File: src/rtl/regfile_bank.sv
// regfile_bank: parametrised integer register file with hardwired-zero x0,
// per-byte write enables and a sequential soft-clear sweep.
// Ports: clk, reset_rf (async, active-high); write port we/wbe/adr3/wdata;
// combinational read ports adr1->rd1, adr2->rd2; clear control clr_req in,
// clr_busy/clr_done out. Define REGFILE_BYPASS_EN for read-during-write forwarding.
module regfile_bank #(
    parameter  int XLEN  = 32,
    parameter  int NREGS = 32,
    localparam int AW    = $clog2(NREGS)
) (
    input  logic              clk,
    input  logic              reset_rf,
    input  logic              we,
    input  logic [XLEN/8-1:0] wbe,
    input  logic [AW-1:0]     adr1,
    input  logic [AW-1:0]     adr2,
    input  logic [AW-1:0]     adr3,
    input  logic [XLEN-1:0]   wdata,
    input  logic              clr_req,
    output logic [XLEN-1:0]   rd1,
    output logic [XLEN-1:0]   rd2,
    output logic              clr_busy,
    output logic              clr_done
);
    typedef enum logic [1:0] {IDLE, CLEAR, DONE} state_t;

    state_t          state, state_n;
    logic [AW-1:0]   cnt, cnt_n;
    logic [XLEN-1:0] rf [NREGS];
    logic            wr_ok;
    logic [XLEN-1:0] src1, src2;

    assign wr_ok = we && state != CLEAR && adr3 != '0;

    always_ff @(posedge clk or posedge reset_rf) begin
        if (reset_rf) begin
            state    <= IDLE;
            cnt      <= '0;
            clr_busy <= 1'b0;
            clr_done <= 1'b0;
        end else begin
            state    <= state_n;
            cnt      <= cnt_n;
            clr_busy <= state_n == CLEAR;
            clr_done <= state_n == DONE;
        end
    end

    always_comb begin
        state_n = state;
        cnt_n   = cnt;
        case (state)
            IDLE: if (clr_req) begin
                state_n = CLEAR;
                cnt_n   = AW'(1);
            end
            CLEAR: begin
                cnt_n   = cnt + AW'(1);
                state_n = cnt == AW'(NREGS - 1) ? DONE : CLEAR;
            end
            default: state_n = IDLE;
        endcase
    end

    // x0 is never written, so it stays at its reset value of zero.
    always_ff @(posedge clk or posedge reset_rf) begin
        if (reset_rf) begin
            for (int i = 0; i < NREGS; i++) rf[i] <= '0;
        end else if (state == CLEAR) begin
            rf[cnt] <= '0;
        end else if (wr_ok) begin
            for (int b = 0; b < XLEN/8; b++)
                if (wbe[b]) rf[adr3][8*b +: 8] <= wdata[8*b +: 8];
        end
    end

`ifdef REGFILE_BYPASS_EN
    logic [XLEN-1:0] merged;

    always_comb begin
        merged = rf[adr3];
        for (int b = 0; b < XLEN/8; b++)
            if (wbe[b]) merged[8*b +: 8] = wdata[8*b +: 8];
    end

    assign src1 = wr_ok && adr1 == adr3 ? merged : rf[adr1];
    assign src2 = wr_ok && adr2 == adr3 ? merged : rf[adr2];
`else
    assign src1 = rf[adr1];
    assign src2 = rf[adr2];
`endif

    // The sweep forces reads to zero ahead of the bypass.
    assign rd1 = state == CLEAR || adr1 == '0 ? '0 : src1;
    assign rd2 = state == CLEAR || adr2 == '0 ? '0 : src2;
endmodule

File: config.mk
export PLATFORM = sky130hd
export DESIGN_NAME = regfile_bank
export DESIGN_NICKNAME = d
export VERILOG_FILES = /design/src/rtl/regfile_bank.sv
export SDC_FILE = /design/constraint.sdc
export NUM_CORES = 2
export LEC_CHECK = 0
export ABC_AREA = 1
export CAP_MARGIN = 20
export CORE_AREA = 2 2 379 381
export CTS_CLUSTER_DIAMETER = 30
export DETAILED_ROUTE_END_ITERATION = 10
export DIE_AREA = 0 0 381 383
export MAX_ROUTING_LAYER = met4
export PLACE_DENSITY = 0.65
export SKIP_CTS_REPAIR_TIMING = 1
export SLEW_MARGIN = 0
export SYNTH_ARGS = -nofsm -noshare
export SYNTH_HDL_FRONTEND = slang
export SYNTH_SLANG_ARGS = --single-unit
File: constraint.sdc
create_clock -name clk -period 64.3 [get_ports clk]
set_input_delay 19.29 -clock clk [delete_from_list [all_inputs] [get_ports clk]]
set_output_delay 19.29 -clock clk [all_outputs]
set_load 0.1 [all_outputs]
* After elaboration in Yosys (flattened, before gate mapping)
Index checks and enable logic that the tools add are counted.
** Storage, ports and cells
- Input port bits :: 55
- Memories :: 0
- Memory bits (writable) :: 0
- Output and inout bits :: 66
- Bits in latches :: 0
- Flip-flop bits (word level) :: 1033
- Logic and storage cells :: 107
- ROM bits :: 0
** Cells by class
- Reduce and logical (&&, ||, !) cells :: 13
- Add/sub/neg operators :: 1
- Div/mod/pow operators :: 0
- Shifts and indexed selects :: 0
- Eq/ne operators :: 6
- Bitwise operators :: 6
- Order comparisons :: 6
- $mul :: 0
- Multiplexer cells :: 39
** Operator list (count)
- $mux 1024 :: 12
- $bwmux 1024 :: 4
- $and 1024x1024->1024 :: 1
- $not 1024->1024 :: 1
- $demux 32 s5 :: 5
- $bmux 32 s5 :: 2
- $mux 32 :: 8
- $ge 6x6->1 const B :: 4
- $mux 24 :: 1
- $not 5->6 :: 4
- $mux 16 :: 1
- $lt 6x1->1 const B :: 2
- $logic_not 5->1 :: 2
- $pmux 5 s2 :: 1
- $mux 8 :: 1
- $add 5x1->5 const B :: 1
- $eq 5x5->1 const B :: 1
- $mux 5 :: 1
- $reduce_bool 5->1 :: 1
- $eq 2x1->1 const B :: 2
- $logic_and 1x1->1 :: 4
- $mux 2 :: 2
- $pmux 2 s2 :: 1
- $reduce_bool 2->1 :: 2
- other kinds (6) :: 7

* Longest topological paths before layout
- Depth in word-level cells :: 21
- Mapped depth :: 13

* Least setup slack after synthesis
Ideal clock, no wire load.
- Path kind :: in2out
- Start point :: input adr2[0]
- End point :: output rd2[10]
- Slack :: 22.966 ns
- Stages :: 10
- Data required time :: 45.010 ns
- Arrival :: 22.044 ns
- Buffers on the path :: 4
- Cells stage by stage :: buf_2 > buf_2 > clkbuf_1 > clkbuf_1 > nand2_1 > a21oi_1 > nor2_1 > nand2_1 > nand3_1 > a21oi_1
** Between the ends
- Cells in the longest elaborated chain, start to end :: 5
- Elaborated cells on any way between the ends :: 7
- Classes of those cells :: 4 x mux; 1 x bitwise; 2 x reduce/logical
** RTL lines
- from (decl) :: RTL line 16 : input logic [AW-1:0] adr2,
- $not 5->6 (implied by the code) :: RTL line 90 : assign src2 = rf[adr2];
- $bmux 32 s5 :: RTL line 90
- $mux 32 (implied by the code) (2 in a row) :: RTL line 90
- $mux 32 (*) :: RTL line 95 : assign rd2 = state == CLEAR || adr2 == '0 ? '0 : src2;
- to (decl) :: RTL line 21 : output logic [XLEN-1:0] rd2,
Mark *: on every way between the ends. The rest lies on a longest branch, timed or not. The select of a mux whose other input is x is not followed.

* Worst setup path in the final report
- Start point :: input adr2[0]
- End point :: output rd2[11]
Same word-level chain as after synthesis.

==> load_flow_metrics.sql <==
INSERT INTO impl_metrics (metric_group, metric, value, unit) VALUES
('drt', 'routed_via_density', '6.48', ''),
('synthesis', 'multiplexer_share_of_the_synthesized_area', '0', '%'),
('timing', 'max-slew-margin-rel', '1.61', '%'),
('finish', 'area.growth.synth_to_final', '18.6', '%'),
('drt', 'drc_errors', '0', ''),
('die', 'rows', '139', ''),
('synthesis', 'netlist_area', '70600', 'µm²'),
('timing', 'timing.final.ws_setup', '19.68', 'ns'),
('worst_setup_path', 'worst_r2r_startpoint', 'state[1]', ''),
('drt', 'wl_per_cell', '27.4', 'µm'),
('timing', 'finalCritPeriodShare', '69.4', '%'),
('drt', 'wl', '360', 'mm'),
('synthesis', 'synthDominantAreaCellType', 'sky130_fd_sc_hd__dfrtp_1', ''),
('pwr', 'ir_worst_vdd', '0.0000397', 'V'),
('global_route', 'pin_count_of_the_biggest_net_entering_global_routing', '177', ''),
('synthesis', 'synth.net_count', '11300', ''),
('global_route', 'grtUsageTotal', '49.4', '%'),
('worst_setup_path', 'critical_path_peak_fanout', '110', ''),
('worst_hold_path', 'worst_hold_startpoint', 'rf[490]', ''),
('clocking', 'root_buffer', 'sky130_fd_sc_hd__clkbuf_16', ''),
('timing', 'timing.final.crit_period', '44.62', 'ns'),
('worst_setup_path', 'critPathRequiredTime', '45.01', 'ns'),
('timing', 'hold_slack', '0.484', 'ns'),
('synthesis', 'number_of_distinct_library_cell_variants_in_the_gate_level_netlist_after_synthesis', '26', ''),
('pwr', 'leakage', '38.5', 'nW'),
('drt', 'via_count', '85100', ''),
('placed_design', 'gp_congestion', '1.02', ''),
('die', 'fp.dieArea', '146000', 'µm²'),
('worst_setup_path', 'rr_worst_depth', '10', ''),
('synthesis', 'synth-adder-area-share', '0.0886', '%'),
('die', 'ios', '121', ''),
('drt', 'drt_first_pass_iters', '10', ''),
('synthesis', 'synth_cells', '11200', ''),
('timing', 'final_setup_tns', '0', 'ns'),
('synthesis', 'main_combinational_cell_family_by_area_after_synthesis', 'simple AND/OR/NAND/NOR gates', ''),
('finish', 'final_cell_count_without_fillers', '13100', ''),
('synthesis', 'synth_compound_area_share', '13.0', '%'),
('synthesis', 'xor_xnor_share_of_the_synthesized_area', '0', '%'),
('worst_setup_path', 'timing_worst_setup_path_type', 'in2out', ''),
('finish', 'fin_util', '58.9', '%'),
('worst_hold_path', 'min_path_type', 'reg2reg', ''),
('drt', 'drt_first_iter_violations', '14300', ''),
('clocking', 'cts_buf_count', '313', ''),
('timing', 'clock_skew', '0.0471', 'ns'),
('global_route', 'antenna_found_initial', '22', ''),
('global_route', 'grt-ovfl-total', '0', ''),
('timing', 'actual_slew_at_the_worst_max_slew_pin', '1.48', 'ns'),
('finish', 'nNetsFinal', '11100', ''),
('die', 'starting_density', '49.6', '%'),
('worst_setup_path', 'cp_slowest_cell', 'sky130_fd_sc_hd__clkdlybuf4s50_1', ''),
('worst_setup_path', 'setup.worst_path.end_class', 'output port', ''),
('placed_design', 'dp.cells', '12600', ''),
('placed_design', 'place_hpwl', '220', 'mm'),
('job', 'cap_viol_max_count', '0', ''),
('clocking', 'cts.path.max_buffers', '4', ''),
('timing', 'report.final.setup_viol', '0', ''),
('placed_design', 'dp_slack', '20.22', 'ns'),
('run_status', 'status', 'completed', ''),
('die', 'floorplan.core_area', '142000', 'µm²'),
('synthesis', 'seq_area_frac_synth', '36.6', '%'),
('drt', 'ant_nets', '0', ''),
('finish', 'fill_cells', '13600', ''),
('pwr', 'power-per-cell-area', '41.9', 'nW/µm²'),
('clocking', 'clk-insertion-delay-late', '0.94', 'ns'),
('synthesis', 'synth-simple-area-share', '42.2', '%'),
('synthesis', 'synth.area.top_cells', 'sky130_fd_sc_hd__dfrtp_1 (37%), sky130_fd_sc_hd__nand2_1 (24%), sky130_fd_sc_hd__nand3_1 (14%)', ''),
('synthesis', 'yosys_register_bits', '1033', ''),
('timing', 'rsz0062_at_grt', 'false', ''),
('timing', 'total_count_of_max_transition_violations_in_the_final_report', '0', ''),
('clocking', 'cts_tree', 'done', ''),
('synthesis', 'netlist.area_leader.share', '36.6', '%');
final cells by class:
| class | instances | area [µm²] | area share (%) |
|---|---|---|---|
| Timing Repair Buffer | 349 | 3130 | 3.74 |
| Tap cell | 1903 | 2380 | 2.84 |
| Multi-Input combinational cell | 8722 | 39300 | 47.0 |
| Clock inverter | 113 | 1590 | 1.90 |
| Inverter | 577 | 2200 | 2.63 |
| Antenna cell | 17 | 42.5 | 0.0508 |
| Clock buffer | 428 | 9200 | 11.0 |
| Sequential cell | 1033 | 25800 | 30.9 |
where the power goes:
part	switching, mW	internal [mW]	total (mW)	leakage, nW
Sequential	0.0550	0.709	0.764	14.4
Combinational	0.958	0.189	1.15	18.8
Clock	0.466	1.13	1.59	5.28
worst paths after layout:
kind	slack, ns	endpoint
min in group asynchronous	18.91	rf[624]
setup / recovery	19.68	rd2[11]
hold / removal	0.48	rf[490]
hold reg to reg	0.48	rf[490]
setup reg to reg	59.52	rf[944]
max in group asynchronous	41.81	rf[1]
registers in the layout (all words and copies together) (netlist names):
name      cells
state         2
clr_done      1
clr_busy      1
cnt           5
rf         1024
cell usage after synthesis (2+ instances only):
library cell               count
sky130_fd_sc_hd__dfrtp_1    1033
sky130_fd_sc_hd__nand2_1    4460
sky130_fd_sc_hd__o21ai_2       4
sky130_fd_sc_hd__ha_1          5
sky130_fd_sc_hd__inv_1       542
sky130_fd_sc_hd__o21ai_1       2
sky130_fd_sc_hd__o31ai_1     427
sky130_fd_sc_hd__buf_2        70
sky130_fd_sc_hd__nand4_1     194
sky130_fd_sc_hd__nor2_1      368
sky130_fd_sc_hd__o211ai_1      3
sky130_fd_sc_hd__nand3_1    2013
sky130_fd_sc_hd__inv_2        14
sky130_fd_sc_hd__nor3_2        4
sky130_fd_sc_hd__a21oi_1     396
sky130_fd_sc_hd__clkinv_1     21
sky130_fd_sc_hd__nor2_2       54
sky130_fd_sc_hd__o21ai_0     789
sky130_fd_sc_hd__buf_4         7
sky130_fd_sc_hd__buf_1       121
sky130_fd_sc_hd__clkbuf_1    707
through the flow:
stage	instance area, µm²	total power [mW]
3_5_place_dp	72700	1.83
2_1_floorplan	70600	1.41
6_report	83700	3.51
4_1_cts	83500	3.42
3_3_place_gp	72600	1.81
5_1_grt	83700	3.58
cell families (layout without fill, tap and decap cells):
logic type,Yosys count,count (layout)
AND/OR/NAND/NOR,7095,7095
other,0,17
buffers and inverters,1484,1467
AO/OA/AOI/OAI,1622,1622
adder cells (fa/ha/maj),5,5
flip-flops,1033,1033
layer usage:
layer  part of all wire, %  vias up  GRT usage (%)  wire, µm
met3                    16     1573           18.5     58200
li1                      -    36600              -         -
met2                    40     7111           66.2    143000
met4                   8.1        0           33.7     29300
met5                     0        -              -         0
met1                    36    39800           61.2    129000
critical path, delay by kind of cell:
kind            cells  cell delay [ns]
compound gates      1             0.87
buf+inv             5             4.22
simple gates        5             0.63
placed cells by master, fill, tap and decap left out, drive strengths merged:
cell type	synthesis	layout
nor3	4	4
ha	5	5
buf	199	242
nand2	4461	4461
o21ai	795	795
diode	0	17
clkinv	21	71
nor2	422	422
clkbuf	708	430
inv	556	562
o211ai	3	3
nand3	2013	2013
dfrtp	1033	1033
o31ai	427	427
nor4	1	1
a21oi	396	396
o22ai	1	1
nand4	194	194
clkdlybuf4s50	0	105
clkinvlp	0	21
bufinv	0	36
Power figures use the tool's default switching activity.
